### src/rtl/vblank_arbiter.sv
// vblank_arbiter: grants exclusive access to the shared board/sprite memory
// to one of two requesters during vertical blanking. Each requester gets at
// most one grant per blanking interval, ordered round-robin across frames.
// A grant ends on the holder's done pulse, on timeout, or when blanking ends.
//
// Optional feature: define FRAME_COUNTER_EN to build a 16-bit count of
// blanking intervals on frame_cnt; otherwise frame_cnt is tied to zero.
//
// Handshake: grant[i] high means requester i owns the memory this cycle.
// done[i] is a one-cycle pulse, honoured only while grant[i] is high.
// req is level-sensitive and only matters while arbitrating.
// Dropping req during a grant does not end that grant.
//
// fsm_state exposes the arbiter state for debug:
// 0 = ACTIVE, 1 = ARB, 2 = GRANT.

module vblank_arbiter #(
    parameter int TIMEOUT = 2048,
    parameter int TW      = 12
) (
    input  logic        clk,
    input  logic        rst,
    input  logic        vblnk,
    input  logic [1:0]  req,
    input  logic [1:0]  done,
    output logic [1:0]  grant,
    output logic        frame_tick,
    output logic        abort,
    output logic        busy,
    output logic [15:0] frame_cnt,
    output logic [1:0]  fsm_state
);

    localparam logic [TW-1:0] TLAST = TW'(TIMEOUT - 1);

    typedef enum logic [1:0] {
        ST_ACTIVE = 2'd0,
        ST_ARB    = 2'd1,
        ST_GRANT  = 2'd2
    } state_t;

    state_t        state;
    state_t        state_next;

    logic          vblnk_d;
    logic          rise;
    logic          fall;

    logic [1:0]    served;
    logic [1:0]    served_next;
    logic          rr_ptr;
    logic          rr_next;
    logic [TW-1:0] tcnt;
    logic [TW-1:0] tcnt_next;
    logic [1:0]    grant_next;
    logic          abort_next;

    logic [1:0]    eligible;
    logic          sel_valid;
    logic          sel_idx;
    logic          g_idx;
    logic          done_hit;
    logic          timeout_hit;

    assign rise        = vblnk & ~vblnk_d;
    assign fall        = ~vblnk & vblnk_d;
    assign eligible    = req & ~served;
    assign g_idx       = grant[1];
    assign done_hit    = |(done & grant);
    assign timeout_hit = (tcnt == TLAST);
    assign fsm_state   = state;

    // Pick an eligible requester, preferring the round-robin pointer.
    always_comb begin
        sel_valid = |eligible;
        sel_idx   = rr_ptr;
        if (!eligible[rr_ptr]) begin
            sel_idx = ~rr_ptr;
        end
    end

    // State register; reset parks the arbiter until a fresh blanking rise.
    always_ff @(posedge clk or posedge rst) begin
        if (rst) begin
            state <= ST_ACTIVE;
        end else begin
            state <= state_next;
        end
    end

    // Next-state logic. done beats fall, and fall beats timeout.
    always_comb begin
        state_next = state;
        case (state)
            ST_ACTIVE: begin
                if (rise) state_next = ST_ARB;
            end
            ST_ARB: begin
                if (!vblnk)         state_next = ST_ACTIVE;
                else if (sel_valid) state_next = ST_GRANT;
            end
            ST_GRANT: begin
                if (done_hit)         state_next = fall ? ST_ACTIVE : ST_ARB;
                else if (fall)        state_next = ST_ACTIVE;
                else if (timeout_hit) state_next = ST_ARB;
            end
            default: state_next = ST_ACTIVE;
        endcase
    end

    // Next values of the registered outputs and arbitration bookkeeping.
    always_comb begin
        grant_next  = grant;
        abort_next  = 1'b0;
        served_next = served;
        rr_next     = rr_ptr;
        tcnt_next   = tcnt;
        case (state)
            ST_ACTIVE: begin
                grant_next = 2'b00;
                if (rise) served_next = 2'b00;
            end
            ST_ARB: begin
                grant_next = 2'b00;
                if (vblnk && sel_valid) begin
                    grant_next = sel_idx ? 2'b10 : 2'b01;
                    tcnt_next  = '0;
                end
            end
            ST_GRANT: begin
                // The counter holds at its last value instead of wrapping.
                tcnt_next = timeout_hit ? tcnt : tcnt + TW'(1);
                if (done_hit) begin
                    grant_next         = 2'b00;
                    served_next[g_idx] = 1'b1;
                    rr_next            = ~g_idx;
                end else if (fall) begin
                    grant_next = 2'b00;
                    abort_next = 1'b1;
                end else if (timeout_hit) begin
                    grant_next         = 2'b00;
                    abort_next         = 1'b1;
                    served_next[g_idx] = 1'b1;
                    rr_next            = ~g_idx;
                end
            end
            default: begin
                grant_next = 2'b00;
            end
        endcase
    end

    // Register the outputs and bookkeeping; reset revokes any grant at once.
    always_ff @(posedge clk or posedge rst) begin
        if (rst) begin
            vblnk_d    <= 1'b0;
            frame_tick <= 1'b0;
            grant      <= 2'b00;
            abort      <= 1'b0;
            busy       <= 1'b0;
            served     <= 2'b00;
            rr_ptr     <= 1'b0;
            tcnt       <= '0;
        end else begin
            vblnk_d    <= vblnk;
            frame_tick <= rise;
            grant      <= grant_next;
            abort      <= abort_next;
            busy       <= |grant_next;
            served     <= served_next;
            rr_ptr     <= rr_next;
            tcnt       <= tcnt_next;
        end
    end

`ifdef FRAME_COUNTER_EN
    // Count blanking intervals; this advances on the same edge as frame_tick.
    always_ff @(posedge clk or posedge rst) begin
        if (rst) begin
            frame_cnt <= 16'd0;
        end else if (rise) begin
            frame_cnt <= frame_cnt + 16'd1;
        end
    end
`else
    assign frame_cnt = 16'd0;
`endif

endmodule

### config.mk
export PLATFORM = sky130hd
export DESIGN_NAME = vblank_arbiter
export DESIGN_NICKNAME = d
export VERILOG_FILES = /design/src/rtl/vblank_arbiter.sv
export SDC_FILE = /design/constraint.sdc
export NUM_CORES = 1
export LEC_CHECK = 0
export BUFFER_PORTS_ARGS = -buffer_cell sky130_fd_sc_hd__clkbuf_2
export CAP_MARGIN = 0
export CORE_UTILIZATION = 40
export CTS_CLUSTER_SIZE = 24
export DETAILED_ROUTE_END_ITERATION = 6
export PLACE_DENSITY_LB_ADDON = 0.3
export SLEW_MARGIN = 20
export SYNTH_ARGS = -nofsm -noshare
export SYNTH_HDL_FRONTEND = slang
export SYNTH_SLANG_ARGS = --single-unit
### constraint.sdc
create_clock -name clk -period 5.3 [get_ports clk]
set_clock_uncertainty 0.15 [all_clocks]
set_input_delay 1.06 -clock clk [delete_from_list [all_inputs] [get_ports clk]]
set_output_delay 1.06 -clock clk [all_outputs]
set_load 0.01 [all_outputs]
==> run_results.csv, run 1 <==
group,metric,value,unit
status,status,"finished clean",
logic_synthesis,syn-mean-instance-area,9.64,sq um
clocking,post_cts_buffers,0,
sta,worst_slew_pin_slew,0.873,ns
clocking,root_buffer,"clkbuf_4",
detailed_routing,first_pass_iters,4,
logic_synthesis,yosysSeqAreaShare,41.2,%
worst_setup_path,criticalPathCategory,"flip-flop to flip-flop",
power_and_ir_drop,vdd.ir_drop.worst,0.169,mV
power_and_ir_drop,cellPowerDensity,306,mW/mm^2
clocking,clock_sinks,23,
logic_synthesis,syn_inst,145,
sta,clock.fmax,410,MHz
logic_synthesis,synth_top_area_share,41.2,%
detailed_routing,vias_per_cell,5.13,
logic_synthesis,synth_most_common_cell,"dfrtp_1",
clocking,cts_tree,"done",
worst_hold_path,min_path_type,"flip-flop to flip-flop",
worst_setup_path,worstPathArrival,2.55,ns
worst_setup_path,crit_fanout,19,
logic_synthesis,synthMuxAreaShare,1.61,%
sta,layout_min_cycle_time,2.44,ns
sta,finalSetupViolCount,0,
clocking,ctsHoldBuffers,0,
clocking,clk_latency,0.32,ns
detailed_routing,antenna_left,0,
cells_and_area,seq_area,576,sq um
logic_synthesis,synth-simple-area-share,22.1,%
logic_synthesis,syn-cell-area,0.00140,sq mm
die,io-pin-count,30,
detailed_routing,routedWlPerCell,12.8,um
sta,finalHoldViolCount,0,
detailed_routing,drt_iter0_drc,90,
die,coreArea,0.00334,sq mm
detailed_routing,vias,1047,
cells_and_area,fillers,344,
sta,slew_headroom,41.8,%
logic_synthesis,synth-edff-count,0,
worst_setup_path,crit_required,5.40,ns
die,die_area,0.00373,sq mm
clocking,cts.path.max_buffers,2,
global_route,grt_pass1_wl,4500,um
placement,gp_congestion,0.810,
clocking,htreeDepth,1,
sta,fin_setup_tns,0,ns
logic_synthesis,synth_xor_area_share,1.25,%
die,num_rows,21,
worst_setup_path,start_kind,"flip-flop",
worst_setup_path,end_kind,"flip-flop",
cells_and_area,drive_gt1_share,14.6,%
power_and_ir_drop,power.total,450,uW
sta,rsz0062_at_grt,"no",
sta,period_share,46.1,%
logic_synthesis,synth_top_family_by_area,"simple AND/OR/NAND/NOR gates",
clocking,cts_resized,0,
logic_synthesis,yosysWarnings,0,
detailed_routing,drc,0,
global_route,antenna_found_initial,0,
logic_synthesis,ys_seq_elements,23,
cells_and_area,area_growth_syn_to_layout,5.01,%
die,start_util,41.9,%
logic_synthesis,ys_types,41,
logic_synthesis,synth_common_cells,"23 x dfrtp_1, 17 x buf_4, 12 x nand2_1, 8 x a21oi_1",
cells_and_area,nets,171,
power_and_ir_drop,p_leak,0.660,nW
placement,dp_hpwl,1960,um
worst_setup_path,r2r_setup_slack,2.86,ns
logic_synthesis,synth_area_leaders,"dfrtp_1 41%, buf_4 9.1%, ha_1 4.5%",
logic_synthesis,ys_dominant_reg_cell,"dfrtp_1",
sta,maxSlewViolCount,0,
clocking,cts_buffers,3,
cells_and_area,n_antenna_cell,0,
detailed_routing,routed_wirelength,2610,um
logic_synthesis,yosysTopAreaCell,"dfrtp_1",
global_route,grt_max_degree,24,
logic_synthesis,async_reset_ff_share,100,%
die,die_h,61.1,um
cells_and_area,multi_input_area,723,sq um
global_route,grt_usage,16.1,%
logic_synthesis,synthAdderAreaFrac,4.48,%
job,max_cap_violations,0,
global_route,overflow,0,
placement,io_buffer_count,13,
clocking,clk_pin_slew,0.14,ns
die,die_w,61.1,um
global_route,grt_pass1_vias,1012,
logic_synthesis,synth-compound-area-share,18.0,%
## state kept, by name (all words and copies together) (netlist names)
name,cells
frame_tick,1
grant,2
rr_ptr,1
vblnk_d,1
fsm_state,2
busy,1
tcnt,12
abort,1
served,2
## placed cells by master, fill, tap and decap left out, types with 2 or more instances in the layout
master	instances
and3_1	2
nand4_1	3
clkbuf_2	13
nand3b_1	2
a211oi_1	2
o21a_1	2
clkbuf_4	3
nor2_1	7
or4_1	7
conb_1	16
o21ai_0	5
mux2_1	2
nor2b_1	6
nand2b_1	4
xor2_1	2
dfrtp_1	23
o2111ai_1	2
a21oi_1	8
ha_1	5
nand2_1	12
inv_1	5
o31ai_1	5
nand3_1	3
o211ai_1	2
## layer usage
| metal | part of all wire (%) | vias to the layer above | track usage [%] | routed length (um) |
|---|---|---|---|---|
| met5 | 0 | - | 0 | 0 |
| met4 | 0 | 0 | 1.95 | 0 |
| met3 | 3.3 | 0 | 5.04 | 85 |
| met2 | 49 | 20 | 26.7 | 1270 |
| met1 | 48 | 506 | 21.2 | 1250 |
| li1 | - | 521 | - | - |
## cell families after synthesis
kind of cell | after synthesis
compound gates | 35
buf+inv | 24
xor+xnor | 2
simple gates | 53
fa+ha+maj | 5
mux | 2
flops | 23
other cells | 1
## cell type report
| class | count | area share (%) |
|---|---|---|
| well taps | 46 | 3.92 |
| repair buffers | 13 | 4.43 |
| clock inverters | 1 | 0.341 |
| inverters | 5 | 1.28 |
| flip-flops and latches | 23 | 39.2 |
| clock buffers | 3 | 1.53 |
| multi-input cells | 113 | 49.3 |
## per-stage QoR
| step | cell area, sq um | utilization, % | cells | hold slack (ns) | setup WS (ns) |
|---|---|---|---|---|---|
| after floorplan | 1450 | - | 160 | 0.262 | 2.90 |
| after global placement | 1440 | 43.2 | 200 | 0.287 | 2.58 |
| after detailed placement | 1440 | 43.2 | 200 | 0.286 | 2.53 |
| after CTS | 1470 | 44.0 | 204 | 0.328 | 2.82 |
| after global routing | 1470 | 44.0 | 204 | 0.358 | 2.65 |
| final | 1470 | 44.0 | 204 | 0.324 | 2.86 |
## worst max-delay path: stages (launching register included)
cell	delay, ns
dfrtp_1	0.45
inv_1	0.10
ha_1	0.37
nor2b_1	0.35
o2bb2ai_2	0.26
or4_1	0.55
a21oi_1	0.16
## worst paths after layout
check	from	endpoint	cells after the start
max	fsm_state[0]	tcnt[7]	6
min	vblnk_d	frame_tick	1
max reg2reg	fsm_state[0]	tcnt[7]	6
min reg2reg	vblnk_d	frame_tick	1
max in group asynchronous	rst	grant[0]	2
min in group asynchronous	rst	vblnk_d	2
## where the power goes
group,switching [mW],total [mW],internal (mW)
clock,0.0552,0.0834,0.0282
combinational,0.0993,0.156,0.0568
sequential,0.0168,0.210,0.193
Note: power is estimated with default switching activity, not from simulation.
==> run 2, diff against run 1 <==
- clock period: 5.3 -> 2.05 ns (I/O delays scaled with it)
==> run 2 against run 1 <==
Net effect:
- global-route usage grew 2.1 points
- first-iteration DRC count down 44%
- sequential share of layout area down 4.4 points
- cell area is 13% higher
- sequential cell count is the same
- register-to-register slack got worse by 2.8 ns
- die area unchanged
- critical path depth did not move
- final cell count grew 8.3%
- wire length is 10% higher
- utilization rose by 5.6 points
==> run_results.csv, run 2 (same netlist as run 1, synthesis figures left out) <==
group,metric,value,unit
status,status,"finished clean",
global_route,grt_usage,18.1,%
detailed_routing,drc,0,
power_and_ir_drop,vdd.ir_drop.worst,0.677,mV
cells_and_area,n_antenna_cell,0,
cells_and_area,nets,188,
power_and_ir_drop,p_leak,0.757,nW
die,num_rows,21,
worst_setup_path,crit_fanout,4,
cells_and_area,final_common_cell,"dfrtp_1",
cells_and_area,area_growth_syn_to_layout,18.4,%
detailed_routing,met1Wirelength,1240,um
detailed_routing,route.met3.wl,119,um
die,coreArea,0.00334,sq mm
sta,layout_min_cycle_time,2.01,ns
cells_and_area,design_area,0.00166,sq mm
cells_and_area,drive_gt1_share,24.6,%
global_route,grt_pass1_wl,5050,um
placement,dpl_cell_area,0.00155,sq mm
placement,place_inst,214,
global_route,grt_max_degree,24,
placement,io_buffer_count,13,
worst_setup_path,end_kind,"flip-flop",
die,die_h,61.1,um
job,max_cap_violations,0,
sta,rsz0062_at_grt,"yes",
cells_and_area,fillers,334,
placement,dp_hpwl,2110,um
clocking,clock_sinks,23,
detailed_routing,met2_length,1490,um
clocking,cts_buffers,3,
sta,period_share,98.3,%
worst_setup_path,start_kind,"flip-flop",
cells_and_area,top_register,"tcnt",
die,die_area,0.00373,sq mm
die,die_w,61.1,um
power_and_ir_drop,cellPowerDensity,792,mW/mm^2
global_route,overflow,0,
die,io-pin-count,30,
detailed_routing,vias,1155,
worst_hold_path,min_path_type,"input pin to flip-flop",
detailed_routing,first_pass_iters,4,
clocking,cts.path.max_buffers,2,
cells_and_area,largest_reg_flops,12,
cells_and_area,final_cells,221,
clocking,cts_tree,"done",
sta,finalSetupViolCount,0,
global_route,antenna_found_initial,0,
worst_setup_path,criticalPathCategory,"flip-flop to flip-flop",
sta,clock.fmax,496,MHz
detailed_routing,vias_per_cell,5.23,
detailed_routing,routed_wirelength,2870,um
placement,gp_congestion,0.860,
global_route,grt_pass1_vias,1220,
detailed_routing,drt_iter0_drc,50,
worst_setup_path,worstPathArrival,2.13,ns
detailed_routing,routed.top_layer,"met4",
die,start_util,41.9,%
clocking,clk_latency,0.32,ns
clocking,root_buffer,"clkbuf_4",
worst_setup_path,crit_required,2.17,ns
clocking,clk_pin_slew,0.13,ns
cells_and_area,final_cell_mix,"23 x dfrtp_1, 16 x conb_1, 15 x buf_4, 13 x clkbuf_2, 12 x nand2_1",
sta,finalHoldViolCount,0,
detailed_routing,antenna_left,0,
sta,maxSlewViolCount,0,
clocking,htreeDepth,1,
detailed_routing,routedWlPerCell,13.0,um
[run 2: final timing paths]
kind | startpoint | endpoint | slack [ns] | depth (start not counted)
worst max-delay path | tcnt[0] | served[0] | 0.04 | 6
worst min register to register | vblnk_d | frame_tick | 0.30 | 1
min in group asynchronous | rst | frame_tick | 0.49 | 4
max in group asynchronous | rst | tcnt[1] | 1.03 | 4
worst min-delay path | vblnk | vblnk_d | 0.11 | 1
worst max register to register | tcnt[0] | served[0] | 0.04 | 6
[run 2: layer usage]
| layer | up-vias | global-route usage, % |
|---|---|---|
| li1 | 556 | - |
| met3 | 5 | 5.67 |
| met4 | 0 | 6.82 |
| met5 | - | 0 |
| met1 | 568 | 20.3 |
| met2 | 26 | 32.1 |
[run 2: repair_timing]
| action | CTS | global route |
|---|---|---|
| buffers inserted | 0 | 2 |
| hold buffers | 1 | 0 |
| endpoints found under the hold margin | 23 | 0 |
| gates resized for setup | 0 | 10 |
| setup endpoints to repair | 0 | 12 |
[run 2: report_power, final]
| group | total (mW) | internal [mW] | switching, mW |
|---|---|---|---|
| sequential | 0.543 | 0.499 | 0.0438 |
| clock | 0.219 | 0.0763 | 0.142 |
| combinational | 0.550 | 0.253 | 0.297 |
| total | 1.31 | 0.828 | 0.483 |
[run 2: per-stage QoR]
step | TNS, ns | setup WS (ns) | total power, mW | hold slack [ns] | utilization, %
2_1_floorplan | 0 | 0.0547 | 0.876 | 0.262 | -
3_3_place_gp | 0 | 0.0625 | 1.04 | 0.284 | 46.3
3_5_place_dp | 0 | 0.0323 | 1.06 | 0.284 | 46.3
4_1_cts | 0 | 0.0113 | 1.27 | 0.106 | 47.4
5_1_grt | -0.0821 | -0.0581 | 1.41 | 0.102 | 49.6
6_report | 0 | 0.0355 | 1.31 | 0.109 | 49.6
[run 2: layout make-up]
| cell class | instances | area [sq um] | share of cell area [%] |
|---|---|---|---|
| sequential | 23 | 576 | 34.8 |
| clock buffer | 4 | 26.3 | 1.59 |
| inverter | 5 | 18.8 | 1.13 |
| multi-input combinational | 113 | 778 | 47.0 |
| tap | 46 | 57.6 | 3.48 |
| timing repair buffer | 30 | 199 | 12.0 |
[run 2: worst max-delay path: stages (launching register included)]
cell,delay (ns)
dfrtp_1,0.44
ha_4,0.15
nand4_1,0.17
or4_1,0.58
a21bo_1,0.23
nor2_2,0.11
a22o_1,0.13
